## config.mk

```make
export PLATFORM = sky130hd
export DESIGN_NAME = draw_fillctrl_flat
export DESIGN_NICKNAME = d
export VERILOG_FILES = /design/src/rtl/draw_pkg.sv /design/src/rtl/draw_fillctrl_if.sv /design/src/rtl/draw_burstcalc.sv /design/src/rtl/draw_fillctrl.sv /design/src/flat_wrapper.sv
export SDC_FILE = /design/constraint.sdc
export NUM_CORES = 1
export LEC_CHECK = 0
export ABC_AREA = 0
export CORE_MARGIN = 2
export CORE_UTILIZATION = 49
export DETAILED_ROUTE_END_ITERATION = 10
export PLACE_DENSITY = 0.75
export SLEW_MARGIN = 5
export SYNTH_ARGS = -nofsm -noshare
export SYNTH_HDL_FRONTEND = slang
export SYNTH_SLANG_ARGS = --single-unit
```

## constraint.sdc

```tcl
create_clock -name ACLK -period 7.4 [get_ports ACLK]
set_input_delay 1.48 -clock ACLK [delete_from_list [all_inputs] [get_ports ACLK]]
set_output_delay 1.48 -clock ACLK [all_outputs]
set_load 0.02 [all_outputs]
```

## src/rtl/draw_pkg.sv

```systemverilog
// ----------------------------------------------------------------------------
// draw_pkg: shared state encoding and AXI/page constants for the fill engine
// Rev 1.0
// ----------------------------------------------------------------------------
`default_nettype none

package draw_pkg;

  typedef enum logic [2:0] {
    ST_IDLE = 3'd0,
    ST_CALC = 3'd1,
    ST_AW   = 3'd2,
    ST_W    = 3'd3,
    ST_B    = 3'd4,
    ST_NEXT = 3'd5,
    ST_FIN  = 3'd6
  } state_t;

  localparam int          BYTES_PER_BEAT = 8;
  localparam int          PAGE_BYTES     = 4096;
  localparam logic [1:0]  AXI_RESP_OKAY  = 2'b00;

endpackage

`default_nettype wire

```

## src/rtl/draw_fillctrl_if.sv

```systemverilog
// ----------------------------------------------------------------------------
// draw_fillctrl_if: AXI write-channel bundle (AW, W, B) of the fill engine
// Rev 1.0
// ----------------------------------------------------------------------------
`default_nettype none

interface draw_fillctrl_if #(
  parameter int ADDR_WIDTH = 32,
  parameter int DATA_WIDTH = 64
);

  logic [ADDR_WIDTH-1:0]   M_AXI_AWADDR;
  logic [7:0]              M_AXI_AWLEN;
  logic                    M_AXI_AWVALID;
  logic                    M_AXI_AWREADY;
  logic [DATA_WIDTH-1:0]   M_AXI_WDATA;
  logic [DATA_WIDTH/8-1:0] M_AXI_WSTRB;
  logic                    M_AXI_WLAST;
  logic                    M_AXI_WVALID;
  logic                    M_AXI_WREADY;
  logic [1:0]              M_AXI_BRESP;
  logic                    M_AXI_BVALID;
  logic                    M_AXI_BREADY;

  modport master (
    output M_AXI_AWADDR, M_AXI_AWLEN, M_AXI_AWVALID,
    output M_AXI_WDATA, M_AXI_WSTRB, M_AXI_WLAST, M_AXI_WVALID,
    output M_AXI_BREADY,
    input  M_AXI_AWREADY, M_AXI_WREADY, M_AXI_BRESP, M_AXI_BVALID
  );

  modport slave (
    input  M_AXI_AWADDR, M_AXI_AWLEN, M_AXI_AWVALID,
    input  M_AXI_WDATA, M_AXI_WSTRB, M_AXI_WLAST, M_AXI_WVALID,
    input  M_AXI_BREADY,
    output M_AXI_AWREADY, M_AXI_WREADY, M_AXI_BRESP, M_AXI_BVALID
  );

endinterface

`default_nettype wire

```

## src/rtl/draw_burstcalc.sv

```systemverilog
// ----------------------------------------------------------------------------
// draw_burstcalc: burst length = min(MAX_BURST, beats left in line, beats to 4 KB)
// Rev 1.0
// ----------------------------------------------------------------------------
`default_nettype none

module draw_burstcalc
  import draw_pkg::*;
#(
  parameter int MAX_BURST = 16
) (
  input  logic [8:0]  page_word_i,
  input  logic [10:0] rem_beats_i,
  output logic [10:0] len_o
);

  logic [10:0] page_beats;
  logic [10:0] lim;

  // Beat-aligned word offset inside the 4 KB page gives the room left before it
  assign page_beats = 11'(PAGE_BYTES / BYTES_PER_BEAT) - 11'(page_word_i);

  always_comb begin
    lim = 11'(MAX_BURST);
    if (page_beats < lim) lim = page_beats;
    if (rem_beats_i < lim) lim = rem_beats_i;
    len_o = lim;
  end

endmodule

`default_nettype wire

```

## src/rtl/draw_fillctrl.sv

```systemverilog
// ----------------------------------------------------------------------------
// draw_fillctrl: AXI write master filling a frame-buffer rectangle with one colour
// Rev 1.0
// ----------------------------------------------------------------------------
`default_nettype none

module draw_fillctrl
  import draw_pkg::*;
#(
  parameter int C_M_AXI_ADDR_WIDTH = 32,
  parameter int C_M_AXI_DATA_WIDTH = 64,
  parameter int MAX_BURST          = 16
) (
  input  logic                          ACLK,
  input  logic                          ARST,
  input  logic                          START,
  input  logic [C_M_AXI_ADDR_WIDTH-1:0] DRAWADDR,
  input  logic [12:0]                   STRIDE,
  input  logic [10:0]                   POSX,
  input  logic [10:0]                   POSY,
  input  logic [10:0]                   WIDTH,
  input  logic [10:0]                   HEIGHT,
  input  logic [31:0]                   COLOR,
  output logic                          BUSY,
  output logic                          DONE,
  output logic                          ERR,
  draw_fillctrl_if.master               m_axi
);

  localparam int AW = C_M_AXI_ADDR_WIDTH;

  state_t        state_q, state_d;
  logic [AW-1:0] line_addr_q, line_addr_d;
  logic [AW-1:0] addr_q, addr_d;
  logic [12:0]   stride_q, stride_d;
  logic [10:0]   bpl_q, bpl_d;
  logic [10:0]   rem_q, rem_d;
  logic [10:0]   lines_q, lines_d;
  logic [31:0]   color_q, color_d;
  logic [7:0]    awlen_q, awlen_d;
  logic [10:0]   beat_q, beat_d;
  logic          err_q, err_d;

  logic [23:0]   row_off;
  logic [AW-1:0] line_base;
  logic [AW-1:0] next_line;
  logic [10:0]   burst_len;
  logic [10:0]   burst_beats;
  logic [10:0]   rem_after;
  logic [AW-1:0] burst_bytes;

  draw_burstcalc #(
    .MAX_BURST (MAX_BURST)
  ) u_burstcalc (
    .page_word_i (addr_q[11:3]),
    .rem_beats_i (rem_q),
    .len_o       (burst_len)
  );

  assign row_off     = 24'(POSY) * 24'(STRIDE);
  assign line_base   = DRAWADDR + AW'(row_off) + AW'({POSX, 2'b00});
  assign next_line   = line_addr_q + AW'(stride_q);
  assign burst_beats = 11'(awlen_q) + 11'd1;
  assign rem_after   = rem_q - burst_beats;
  assign burst_bytes = AW'(burst_beats) * AW'(BYTES_PER_BEAT);

  always_comb begin
    state_d     = state_q;
    line_addr_d = line_addr_q;
    addr_d      = addr_q;
    stride_d    = stride_q;
    bpl_d       = bpl_q;
    rem_d       = rem_q;
    lines_d     = lines_q;
    color_d     = color_q;
    awlen_d     = awlen_q;
    beat_d      = beat_q;
    err_d       = err_q;

    case (state_q)
      ST_IDLE: begin
        if (START) begin
          err_d       = 1'b0;
          line_addr_d = line_base;
          addr_d      = line_base;
          stride_d    = STRIDE;
          bpl_d       = WIDTH >> 1;
          rem_d       = WIDTH >> 1;
          lines_d     = HEIGHT;
          color_d     = COLOR;
          state_d     = ST_CALC;
        end
      end
      ST_CALC: begin
        // rem_q is only zero here for an empty rectangle; NEXT reloads it per line
        if (rem_q == 11'd0 || lines_q == 11'd0) begin
          state_d = ST_FIN;
        end else begin
          awlen_d = 8'(burst_len - 11'd1);
          beat_d  = 11'd0;
          state_d = ST_AW;
        end
      end
      ST_AW: begin
        if (m_axi.M_AXI_AWREADY) state_d = ST_W;
      end
      ST_W: begin
        if (m_axi.M_AXI_WREADY) begin
          if (beat_q == 11'(awlen_q)) state_d = ST_B;
          else                        beat_d  = beat_q + 11'd1;
        end
      end
      ST_B: begin
        if (m_axi.M_AXI_BVALID) begin
          if (m_axi.M_AXI_BRESP != AXI_RESP_OKAY) err_d = 1'b1;
          state_d = ST_NEXT;
        end
      end
      ST_NEXT: begin
        addr_d = addr_q + burst_bytes;
        rem_d  = rem_after;
        if (rem_after != 11'd0) begin
          state_d = ST_CALC;
        end else if (lines_q > 11'd1) begin
          lines_d     = lines_q - 11'd1;
          line_addr_d = next_line;
          addr_d      = next_line;
          rem_d       = bpl_q;
          state_d     = ST_CALC;
        end else begin
          state_d = ST_FIN;
        end
      end
      ST_FIN:  state_d = ST_IDLE;
      default: state_d = ST_IDLE;
    endcase
  end

  always_ff @(posedge ACLK or posedge ARST) begin
    if (ARST) begin
      state_q     <= ST_IDLE;
      line_addr_q <= '0;
      addr_q      <= '0;
      stride_q    <= '0;
      bpl_q       <= '0;
      rem_q       <= '0;
      lines_q     <= '0;
      color_q     <= '0;
      awlen_q     <= '0;
      beat_q      <= '0;
      err_q       <= 1'b0;
    end else begin
      state_q     <= state_d;
      line_addr_q <= line_addr_d;
      addr_q      <= addr_d;
      stride_q    <= stride_d;
      bpl_q       <= bpl_d;
      rem_q       <= rem_d;
      lines_q     <= lines_d;
      color_q     <= color_d;
      awlen_q     <= awlen_d;
      beat_q      <= beat_d;
      err_q       <= err_d;
    end
  end

  assign BUSY = (state_q != ST_IDLE) && (state_q != ST_FIN);
  assign DONE = (state_q == ST_FIN);
  assign ERR  = err_q;

  assign m_axi.M_AXI_AWADDR  = addr_q;
  assign m_axi.M_AXI_AWLEN   = awlen_q;
  assign m_axi.M_AXI_AWVALID = (state_q == ST_AW);
  assign m_axi.M_AXI_WDATA   = {(C_M_AXI_DATA_WIDTH/32){color_q}};
  assign m_axi.M_AXI_WSTRB   = '1;
  assign m_axi.M_AXI_WVALID  = (state_q == ST_W);
  assign m_axi.M_AXI_WLAST   = (state_q == ST_W) && (beat_q == 11'(awlen_q));
  assign m_axi.M_AXI_BREADY  = (state_q == ST_B);

endmodule

`default_nettype wire

```

## src/flat_wrapper.sv

```systemverilog
// flat-port wrapper written by rule: the top's interface ports become plain ports
module draw_fillctrl_flat import draw_pkg::*;
#(
  parameter int C_M_AXI_ADDR_WIDTH = 32,
  parameter int C_M_AXI_DATA_WIDTH = 64,
  parameter int MAX_BURST          = 16
)
  (ACLK, ARST, START, DRAWADDR, STRIDE, POSX, POSY, WIDTH, HEIGHT, COLOR, BUSY, DONE, ERR, m_axi_M_AXI_AWADDR, m_axi_M_AXI_AWLEN, m_axi_M_AXI_AWVALID, m_axi_M_AXI_WDATA, m_axi_M_AXI_WSTRB, m_axi_M_AXI_WLAST, m_axi_M_AXI_WVALID, m_axi_M_AXI_BREADY, m_axi_M_AXI_AWREADY, m_axi_M_AXI_WREADY, m_axi_M_AXI_BRESP, m_axi_M_AXI_BVALID);
  draw_fillctrl_if m_axi_i ();
  input  logic ACLK;
  input  logic ARST;
  input  logic START;
  input  logic [C_M_AXI_ADDR_WIDTH-1:0] DRAWADDR;
  input  logic [12:0] STRIDE;
  input  logic [10:0] POSX;
  input  logic [10:0] POSY;
  input  logic [10:0] WIDTH;
  input  logic [10:0] HEIGHT;
  input  logic [31:0] COLOR;
  output logic BUSY;
  output logic DONE;
  output logic ERR;
  output wire logic [$bits(m_axi_i.M_AXI_AWADDR)-1:0] m_axi_M_AXI_AWADDR;
  output wire logic [$bits(m_axi_i.M_AXI_AWLEN)-1:0] m_axi_M_AXI_AWLEN;
  output wire logic [$bits(m_axi_i.M_AXI_AWVALID)-1:0] m_axi_M_AXI_AWVALID;
  output wire logic [$bits(m_axi_i.M_AXI_WDATA)-1:0] m_axi_M_AXI_WDATA;
  output wire logic [$bits(m_axi_i.M_AXI_WSTRB)-1:0] m_axi_M_AXI_WSTRB;
  output wire logic [$bits(m_axi_i.M_AXI_WLAST)-1:0] m_axi_M_AXI_WLAST;
  output wire logic [$bits(m_axi_i.M_AXI_WVALID)-1:0] m_axi_M_AXI_WVALID;
  output wire logic [$bits(m_axi_i.M_AXI_BREADY)-1:0] m_axi_M_AXI_BREADY;
  input wire logic [$bits(m_axi_i.M_AXI_AWREADY)-1:0] m_axi_M_AXI_AWREADY;
  input wire logic [$bits(m_axi_i.M_AXI_WREADY)-1:0] m_axi_M_AXI_WREADY;
  input wire logic [$bits(m_axi_i.M_AXI_BRESP)-1:0] m_axi_M_AXI_BRESP;
  input wire logic [$bits(m_axi_i.M_AXI_BVALID)-1:0] m_axi_M_AXI_BVALID;
  assign m_axi_M_AXI_AWADDR = m_axi_i.M_AXI_AWADDR;
  assign m_axi_M_AXI_AWLEN = m_axi_i.M_AXI_AWLEN;
  assign m_axi_M_AXI_AWVALID = m_axi_i.M_AXI_AWVALID;
  assign m_axi_M_AXI_WDATA = m_axi_i.M_AXI_WDATA;
  assign m_axi_M_AXI_WSTRB = m_axi_i.M_AXI_WSTRB;
  assign m_axi_M_AXI_WLAST = m_axi_i.M_AXI_WLAST;
  assign m_axi_M_AXI_WVALID = m_axi_i.M_AXI_WVALID;
  assign m_axi_M_AXI_BREADY = m_axi_i.M_AXI_BREADY;
  assign m_axi_i.M_AXI_AWREADY = m_axi_M_AXI_AWREADY;
  assign m_axi_i.M_AXI_WREADY = m_axi_M_AXI_WREADY;
  assign m_axi_i.M_AXI_BRESP = m_axi_M_AXI_BRESP;
  assign m_axi_i.M_AXI_BVALID = m_axi_M_AXI_BVALID;
  draw_fillctrl #(.C_M_AXI_ADDR_WIDTH(C_M_AXI_ADDR_WIDTH), .C_M_AXI_DATA_WIDTH(C_M_AXI_DATA_WIDTH), .MAX_BURST(MAX_BURST)) u_core (.ACLK(ACLK), .ARST(ARST), .START(START), .DRAWADDR(DRAWADDR), .STRIDE(STRIDE), .POSX(POSX), .POSY(POSY), .WIDTH(WIDTH), .HEIGHT(HEIGHT), .COLOR(COLOR), .BUSY(BUSY), .DONE(DONE), .ERR(ERR), .m_axi(m_axi_i));
endmodule
```

# Word-level counts from Yosys, hierarchy flattened
# Index checks and enable logic that the tools add are counted.
dict set report totals {
  register_bits 164
  out_inout_bits 119
  elab_cells 97
}
dict set report classes {
  eq_ne 18
  add_sub_neg 10
  bitwise_logic 1
  n_mux 34
  n_reduce_logical 19
  multipliers 1
  magnitude_cmp 3
}
# op n
set op_table {}
lappend op_table {{32-bit 2-to-1 mux} 5}
lappend op_table {{32-bit one-hot mux with 2 select lines} 2}
lappend op_table {{11-bit 2-to-1 mux} 10}
lappend op_table {{11-bit one-hot mux with 2 select lines} 3}
lappend op_table {{32-bit by 13-bit adder with 32-bit output} 2}
lappend op_table {{32-bit by 14-bit adder with 32-bit output} 1}
lappend op_table {{32-bit by 24-bit adder with 32-bit output} 1}
lappend op_table {{11-bit by 13-bit multiplier with 24-bit output} 1}
lappend op_table {{3-bit 2-to-1 mux} 8}
lappend op_table {{11-bit zero test} 2}
lappend op_table {{3-bit one-hot mux with 6 select lines} 1}
lappend op_table {{2-bit by 1-bit != test with 1-bit output (second input constant)} 6}
lappend op_table {{4-bit AND reduction} 3}
lappend op_table {{11-bit by 1-bit adder with 11-bit output (second input constant)} 1}
lappend op_table {{11-bit by 8-bit equality test with 1-bit output} 1}
lappend op_table {{11-bit by 1-bit > comparator with 1-bit output (second input constant)} 1}
lappend op_table {{11-bit < comparator} 1}
lappend op_table {{11-bit by 5-bit < comparator with 1-bit output (second input constant)} 1}
lappend op_table {{11-bit nonzero test} 1}
lappend op_table {{10-bit by 9-bit subtractor with 11-bit output (first input constant)} 1}
lappend op_table {{11-bit by 1-bit subtractor with 11-bit output (second input constant)} 1}
lappend op_table {{11-bit by 9-bit subtractor with 11-bit output} 1}
lappend op_table {{8-bit by 1-bit adder with 9-bit output (second input constant)} 1}
lappend op_table {{3-bit equality test (second input constant)} 3}
lappend op_table {{other kinds (16)} 28}

# Longest topological paths before layout
# Gate-level depths: netlist of run 1.
dict set report depth {
  word_depth 6
  mapped_depth 22
  ltp_nobuf 21
}

# By module
# A second synthesis of run 1 with hierarchy kept.
dict set report unflattened {
  cells_unflattened 2065
  area_unflattened_um2 17131.4
}
# mod area_each_um2 instances seq_area_each_um2 cells_each
set modules_own_cells {}
lappend modules_own_cells {draw_fillctrl 16647.2 1 4103.9 2002}
lappend modules_own_cells {draw_burstcalc 484.2 1 0.0 63}

# Worst setup path before layout of run 1
# OpenSTA, ideal clock, no wires.
dict set report synth_timing {
  kind {in2reg}
  start {in POSY[1]}
  end {reg u_core.line_addr_q[26]}
  setup_slack_ns 0.408
  arrival_time_ns 6.898
  t_required_ns 7.306
  path_stages 22
  setup_ns 0.094
  cell_sequence {clkbuf_1 > and2_1 > fa_1 > inv_1 > fa_1 > inv_1 > fa_1 > fa_1 > inv_1 > fa_1 > inv_1 > ha_1 > buf_2 > a2111o_1 > a31o_2 > a21o_1 > o2111a_1 > o21ai_0 > o21ai_0 > xnor2_1 > and2_1 > a211oi_1}
}
dict set report synth_via {
  elab_chain_len 5
}
# item line_no
set synth_lines {}
lappend synth_lines {{from (decl)} flat_wrapper.sv:16} ;# input logic [10:0] POSY;
lappend synth_lines {{11-bit by 13-bit multiplier with 24-bit output} draw_fillctrl.sv:60} ;# assign row_off = 24'(POSY) * 24'(STRIDE);
lappend synth_lines {{32-bit by 24-bit adder with 32-bit output} draw_fillctrl.sv:61} ;# assign line_base = DRAWADDR + AW'(row_off) + AW'({POSX, 2'b00});
lappend synth_lines {{32-bit by 13-bit adder with 32-bit output} draw_fillctrl.sv:61}
lappend synth_lines {{32-bit 2-to-1 mux} draw_fillctrl.sv:82} ;# if (START) begin
lappend synth_lines {{32-bit one-hot mux with 2 select lines} draw_fillctrl.sv:80} ;# case (state_q)
lappend synth_lines {{to (signal assigned)} draw_fillctrl.sv:154} ;# line_addr_q <= line_addr_d;
lappend synth_lines {{to (decl)} draw_fillctrl.sv:33} ;# logic [AW-1:0] line_addr_q, line_addr_d;
# Every way passes these cells. The select of a mux whose other input is x is not followed.
# A chain may end at the register's enable or synchronous reset.

# Final worst setup path of run 1
dict set report layout_timing {
  start {in POSY[10]}
  end {reg u_core.addr_q[30] (netlist: u_core.m_axi.M_AXI_AWADDR[30])}
}
dict set report layout_via {
  elab_chain_len 5
}
# item line_no
set layout_lines {}
lappend layout_lines {{11-bit by 13-bit multiplier with 24-bit output} draw_fillctrl.sv:60}
lappend layout_lines {{32-bit by 24-bit adder with 32-bit output} draw_fillctrl.sv:61}
lappend layout_lines {{32-bit by 13-bit adder with 32-bit output} draw_fillctrl.sv:61}
lappend layout_lines {{32-bit 2-to-1 mux} draw_fillctrl.sv:82}
lappend layout_lines {{32-bit one-hot mux with 2 select lines} draw_fillctrl.sv:80}
lappend layout_lines {{to (signal assigned)} draw_fillctrl.sv:155} ;# addr_q <= addr_d;
lappend layout_lines {{to (decl)} draw_fillctrl.sv:34} ;# logic [AW-1:0] addr_q, addr_d;
# Every way passes these cells. The select of a mux whose other input is x is not followed.

==> results.tsv, run 1 <==
stage	metric	value	unit
worst_setup_path	worst-setup-path-type	input port to register	
worst_hold_path	hold_start	u_core.bpl_q[8]	
worst_setup_path	critical_path.startpoint	POSY[10]	
cells_and_area	drive_above_1_share	0.0687	
logic_synthesis	netlist_instances	1953	
worst_setup_path	crit_chain	clkdlybuf4s50_1 -> buf_4 -> buf_4 -> and2_1 -> fa_1 -> fa_1 -> fa_1 -> fa_1 -> inv_1 -> fa_1 -> inv_1 -> ha_1 -> nand4_1 -> a211oi_1 -> a21o_1 -> o2111a_1 -> o21ai_0 -> buf_4 -> o21ai_0 -> nand3_1 -> xor2_1 -> o32ai_1	
logic_synthesis	yosysMostFrequentCell	nand2_1	
logic_synthesis	synth_top_cell_area_share	0.250	
cells_and_area	utilization	0.602	
routing	drt.antenna.violating_nets	0	
clock_tree	cts_tree	built	
power	p_leak	0.00950	uW
logic_synthesis	ys_seq_area_frac	0.250	
cells_and_area	antenna-diode-count	0	
global_routing	antenna_found_initial	0	
floorplanning	die_w	187	um
logic_synthesis	synth-edff-count	0	
place	hpwl	34100	um
clock_tree	post-cts-setup-buffers	0	
clock_tree	clock_path_buffers	2	
place	io_buffers	238	
logic_synthesis	synthAdderAreaFrac	0.249	
clock_tree	cts_root_buffer	clkbuf_16	
cells_and_area	fin_nets	2558	
floorplanning	die_h	187	um
logic_synthesis	synth_seq_cells	164	
logic_synthesis	avgSynthCellArea	8.42	um2
power	power_frac_comb	0.731	
logic_synthesis	synth.area.top_cells	dfrtp_1, fa_1, ha_1, nand2_1, inv_1	
clock_tree	cts_sinks	164	
logic_synthesis	synthTopCellsByCount	nand2_1, inv_1, dfrtp_1	
power	vdd_drop_max	0.321	mV
power	p_int	5020	uW
logic_synthesis	synth-xor-area-share	0.0533	
worst_setup_path	cp.arrival	7400	ps
routing	routed_via_density	5.49	
worst_setup_path	end_kind	register	
worst_setup_path	crit_top_cell	fa_1	
global_routing	grt_max_degree	97	
outcome	run_status	complete, no violations	
floorplanning	initial_core_util	0.494	
logic_synthesis	yosys.area_share.simple	0.202	
sta	finalMaxSlewViolations	0	
logic_synthesis	synth_top_family_by_area	adder cells	
global_routing	grt_pass1_vias	14800	
place	gp_congestion	0.917	
sta	slew_headroom	0.156	
worst_hold_path	hold_depth	2	
sta	finalSetupViolCount	0	
global_routing	grt_overflow	0	
worst_setup_path	worst_ep_required_time	7710	ps
worst_setup_path	worst_path_max_delay_cell	fa_1	
logic_synthesis	yosysUniqueCellTypes	83	
routing	drc	0	
worst_setup_path	worstRegToRegCells	17	
sta	fin_hold_ws	481	ps
worst_hold_path	hp-class	register to register	
clock_tree	cts_max_level	4	
logic_synthesis	async_flop_share	1.00	
logic_synthesis	muxShareOfSynthArea	0.00365	
sta	max_slew.worst_pin.slew	1260	ps
clock_tree	cts_buffers	17	
routing	wl	43200	um
clock_tree	ctsHoldBuffers	0	
worst_setup_path	r2r_start	u_core.m_axi.M_AXI_AWLEN[0]	
routing	first_pass_iters	5	
power	p_sw_frac	0.493	
floorplanning	core	33300	um2
worst_setup_path	critPathMaxFanout	8	
sta	hold_viol_final	0	
worst_setup_path	startpoint_type	input port	
power	p_sw	4870	uW
logic_synthesis	syn-cell-area	16400	um2
sta	min_period	7080	ps
logic_synthesis	yosysTopAreaCell	dfrtp_1	
logic_synthesis	yosysWarningCount	0	
worst_setup_path	worst_path_largest_cell_delay	540	ps
sta	fin_crit_sh	0.957	
floorplanning	ios	248	
routing	drt_iter0_drc	989	
logic_synthesis	synth_compound_area_frac	0.148	
global_routing	grt_pass1_wl	71600	um
routing	avgRoutedWirePerCell	16.3	um
clock_tree	worstSkewPairLatency	440	ps
cells_and_area	area_growth	21.8	%
routing	vias	14500	
sta	timing.fmax	0.141	GHz
floorplanning	die_area	35000	um2
clock_tree	clk_pin_slew	70	ps
floorplanning	fp-row-count	67	
power	pwr-share-seq	0.183	
sta	rsz0062_at_grt	false	
power	pwr_density_cell	494	nW/um2
sta	skew	11.0	ps
power	p_clk_frac	0.086	
flow_run	maxCapViolations	0	
logic_synthesis	synth-main-ff-cell	dfrtp_1	
global_routing	grt_usage	0.250	
-- cells by family after synthesis --
logic type               Yosys count
multiplexers                       6
buffers and inverters            364
AO/OA/AOI/OAI                    366
AND/OR/NAND/NOR                  707
flip-flops                       164
XOR/XNOR                         100
other                              1
adder cells (fa/ha/maj)          245
-- layout by cell type (no fill, tap or decap), types with 56 or more instances in the layout --
cell type / Yosys / final
nand2_1: 332 / 331
xnor2_1: 56 / 56
ha_1: 108 / 108
nor2_1: 109 / 108
buf_4: 43 / 87
clkdlybuf4s50_1: 0 / 235
o21ai_0: 73 / 72
and2_1: 93 / 93
inv_1: 239 / 238
a21oi_1: 89 / 89
fa_1: 137 / 137
dfrtp_1: 164 / 164
-- worst max-delay path, delay by kind of cell --
kind | cells | cell delay, ps
AOI/OAI and AO/OA | 6 | 1180
adders and majority gates | 6 | 2950
and+or+nand+nor | 3 | 470
xor gates and xnor gates | 1 | 270
buffers and inverters | 6 | 1020
-- cell type report --
class                           count  area (um2)
Clock inverter                     11        91.3
Clock buffer                       21         470
Inverter                          240         906
Multi-Input combinational cell   1436       10800
Timing Repair Buffer              325        3040
Fill cell                        2922       13300
Sequential cell                   164        4100
Tap cell                          448         561
-- state kept, by name, indices dropped and copies added (netlist names) --
register	count
u_core.line_addr_q	32
u_core.beat_q	11
u_core.bpl_q	10
u_core.color_q	32
u_core.ERR	1
u_core.lines_q	11
u_core.state_q	3
u_core.m_axi.M_AXI_AWLEN	8
u_core.stride_q	13
u_core.rem_q	11
u_core.m_axi.M_AXI_AWADDR	32
-- per-stage QoR --
stage / instances / setup TNS (ps) / power [uW] / area, um2 / setup WS (ps)
2_1_floorplan: 1964 / 0 / 6660 / 16500 / 408
3_3_place_gp: 2613 / -1830 / 8740 / 19400 / -242
3_5_place_dp: 2613 / -3150 / 8990 / 19400 / -307
4_1_cts: 2645 / 0 / 9870 / 20000 / 144
5_1_grt: 2645 / 0 / 10800 / 20000 / 17.4
6_report: 2645 / 0 / 9900 / 20000 / 317
-- path summary, 6_finish.rpt --
path,to,slack [ps]
setup / recovery,u_core.m_axi.M_AXI_AWADDR[30],320
hold / removal,u_core.bpl_q[8],480
setup reg to reg,u_core.line_addr_q[30],2400
hold reg to reg,u_core.bpl_q[8],480
max in group asynchronous,u_core.stride_q[5],4380
min in group asynchronous,u_core.color_q[31],1610
-- metal layers --
metal  global-route usage  wire length [um]  vias up
li1                     -                 -     6883
met1                0.320             18700     7109
met2                0.433             21100      438
met3               0.0313              2170       93
met4               0.0931              1250        0
met5                    0                 0        -
-- power groups by stage --
stage                     Clock (uW)  Sequential, uW  Combinational [uW]
after CTS                        865            1800                7210
after global placement             0            1780                6960
final                            848            1810                7240
after global routing             899            1870                8050
after detailed placement           0            1800                7180
after floorplan                    0            1870                4790
-- timing repair --
action / in CTS / in global routing
resized for setup: 0 / 5
hold endpoints to repair: 0 / 0
setup endpoints to repair: 0 / 11
Power figures use the tool's default switching activity.
==> inputs of run 2 (changes only) <==
--- a/config.mk
+++ b/config.mk
@@ -7,4 +7,5 @@
 export LEC_CHECK = 0
 export ABC_AREA = 0
+export CAP_MARGIN = 20
 export CORE_MARGIN = 2
 export CORE_UTILIZATION = 49
==> constraint.sdc (replaced) <==
create_clock -name ACLK -period 8.8 [get_ports ACLK]
set_input_delay 1.32 -clock ACLK [delete_from_list [all_inputs] [get_ports ACLK]]
set_output_delay 1.32 -clock ACLK [all_outputs]
set_load 0.02 [all_outputs]
==> run 2 against run 1 <==
Sequential power fell by 15%. Cell area fell by 2.8%. Critical path depth fell by 1. Via count fell by 2.2%. Power fell by 20%. Hold slack improved by 5.8 ps. Register-to-register slack improved by 1700 ps. Non-clock buffer count fell by 76. Setup slack improved by 1000 ps. Largest power group unchanged. Wire length rose by 0.29%.
==> results.tsv, run 2 (synthesis results as in run 1) <==
stage	metric	value	unit	change
outcome	run_status	complete, no violations		
worst_setup_path	worst_ep_required_time	9150	ps	+1440 ps
routing	drt.antenna.violating_nets	0		unchanged
worst_setup_path	worst_r2r_endpoint	u_core.m_axi.M_AXI_AWLEN[6]		
global_routing	grt_max_degree	105		+8.2%
routing	drt_iter0_drc	904		-8.6%
place	gp_congestion	0.918		about the same
global_routing	grt_usage	0.252		+0.00168
sta	hold_viol_final	0		unchanged
clock_tree	clk_pin_slew	70	ps	about the same
worst_setup_path	worst_path_largest_cell_delay	660	ps	+120 ps
flow_run	maxCapViolations	0		unchanged
worst_hold_path	hp-class	register to register		
power	p_int	3920	uW	-22%
worst_setup_path	crit_top_cell	fa_1		
power	p_clk_frac	0.096		+0.010
cells_and_area	antenna-diode-count	0		unchanged
clock_tree	cts_buffers	17		unchanged
cells_and_area	utilization	0.585		-0.0168
global_routing	grt_overflow	0		unchanged
sta	max_slew.worst_pin.slew	989	ps	-274 ps
floorplanning	core	33300	um2	unchanged
power	pwr-share-seq	0.192		+0.009
worst_setup_path	critPathMaxFanout	13		+5
cells_and_area	final_cell_mix	nand2_1, inv_1, clkdlybuf4s50_1		
cells_and_area	final_common_cell	nand2_1		
worst_hold_path	holdPathEnd	u_core.bpl_q[3]		
clock_tree	ctsHoldBuffers	0		unchanged
place	io_buffers	238		unchanged
routing	routed_via_density	5.53		+0.68%
worst_setup_path	cp_top_family	adder cells		
worst_setup_path	end_kind	register		
cells_and_area	area_growth	18.4	%	
sta	fin_crit_sh	0.848		
sta	finalSetupViolCount	0		unchanged
worst_setup_path	cp.arrival	7810	ps	+410 ps
worst_setup_path	startpoint_type	input port		
worst_setup_path	worstRegToRegCells	19		+2
sta	min_period	7460	ps	
sta	timing.fmax	0.134	GHz	
power	p_sw_frac	0.507		+0.0147
clock_tree	worstSkewPairLatency	440	ps	about the same
sta	finalMaxSlewViolations	0		unchanged
power	p_sw	4030	uW	-17%
floorplanning	fp-row-count	67		unchanged
worst_setup_path	worst_path_max_delay_cell	clkdlybuf4s50_1		
clock_tree	post_cts_resized	0		unchanged
power	vdd_drop_max	0.253	mV	-21%
global_routing	grt_pass1_wl	71900	um	+0.45%
sta	fin_tns_setup	0	ps	unchanged
worst_setup_path	worst-setup-path-type	input port to register		
routing	wl	43300	um	+0.29%
clock_tree	clock_path_buffers	2		unchanged
clock_tree	cts_root_buffer	clkbuf_16		
clock_tree	cts_tree	built		
routing	drc	0		unchanged
worst_setup_path	rrSetupSlack	4060	ps	+1660 ps
cells_and_area	fin_nets	2482		-3.0%
sta	slew_headroom	0.341		+0.184
worst_setup_path	r2r_start	u_core.m_axi.M_AXI_AWADDR[3]		
routing	first_pass_iters	5		unchanged
power	p_leak	0.00912	uW	-4.1%
worst_hold_path	hold_depth	2		unchanged
power	power	7950	uW	-20%
routing	vias	14200		-2.2%
power	power_frac_comb	0.712		-0.019
cells_and_area	multi_input_area	10800	um2	about the same
cells_and_area	seq_area	4100	um2	unchanged
worst_setup_path	crit_chain	clkdlybuf4s50_1 -> and2_1 -> fa_1 -> inv_1 -> fa_1 -> inv_1 -> fa_1 -> fa_1 -> inv_1 -> fa_1 -> inv_1 -> ha_1 -> a2111o_1 -> a31o_2 -> a21o_1 -> o2111a_1 -> o21ai_0 -> o21ai_0 -> xnor2_1 -> and2_1 -> a211oi_1		
clock_tree	post-cts-setup-buffers	0		unchanged
floorplanning	ios	248		unchanged
place	hpwl	32800	um	-3.7%
cells_and_area	fill_cells	3009		+3.0%
sta	skew	14.9	ps	+3.88 ps
clock_tree	cts_max_level	4		unchanged
floorplanning	initial_core_util	0.494		unchanged
cells_and_area	drive_above_1_share	0.0344		-0.0343
worst_setup_path	crit_buf_inv	5		-1
worst_hold_path	hold_start	u_core.bpl_q[3]		
global_routing	antenna_found_initial	0		unchanged
floorplanning	die_area	35000	um2	unchanged
sta	rsz0062_at_grt	false		
global_routing	grt_pass1_vias	14500		-2.2%
clock_tree	cts_sinks	164		unchanged
power	pwr_density_cell	408	nW/um2	-17%
floorplanning	die_h	187	um	unchanged
routing	avgRoutedWirePerCell	16.8	um	+3.3%
floorplanning	die_w	187	um	unchanged
==> run 2: metal layers <==
metal | up-vias | global-route usage | share of wire
met2 | 454 | 0.436 | 0.50
met4 | 0 | 0.0736 | 0.016
met3 | 57 | 0.0360 | 0.055
met1 | 6964 | 0.328 | 0.43
met5 | - | 0 | 0
li1 | 6726 | - | -
==> run 2: power by group through the flow <==
stage	sequential, uW	clock (uW)	combinational [uW]
floorplan	1570	0	4020
global placement	1510	0	5430
detailed placement	1530	0	5610
CTS	1520	775	5640
global route	1580	810	6310
finish	1530	764	5660
==> run 2: through the flow <==
stage / hold WS (ps) / instance area (um2) / setup slack [ps] / instances
after floorplan: 442 / 16500 / 1970 / 1964
after global placement: 458 / 18900 / 968 / 2535
after detailed placement: 465 / 18900 / 872 / 2536
after CTS: 489 / 19500 / 1320 / 2568
after global routing: 506 / 19500 / 1010 / 2569
final: 487 / 19500 / 1340 / 2569
==> run 2: cell type report <==
cell class / count / area share
clock buffer: 20 / 0.0229
sequential: 164 / 0.211
inverter: 240 / 0.0465
tap: 448 / 0.0288
multi-input combinational: 1436 / 0.557
clock inverter: 12 / 0.00746
timing repair buffer: 249 / 0.126
==> run 2: worst max-delay path by stage <==
stage	start	slack, ps	depth (start not counted)	endpoint
3_3_place_gp	POSY[1]	970	21	u_core.line_addr_q[26]
5_1_grt	POSY[1]	1010	21	u_core.m_axi.M_AXI_AWADDR[26]
3_5_place_dp	POSY[1]	870	21	u_core.line_addr_q[26]
2_1_floorplan	POSY[1]	1970	22	u_core.line_addr_q[26]
6_report	POSY[1]	1340	21	u_core.line_addr_q[26]
4_1_cts	POSY[1]	1320	21	u_core.line_addr_q[26]
==> run 2: worst min-delay path, delay by kind of cell, from the launching register on <==
family / cells / cell delay, ps
simple gates: 2 / 110
flops: 1 / 340
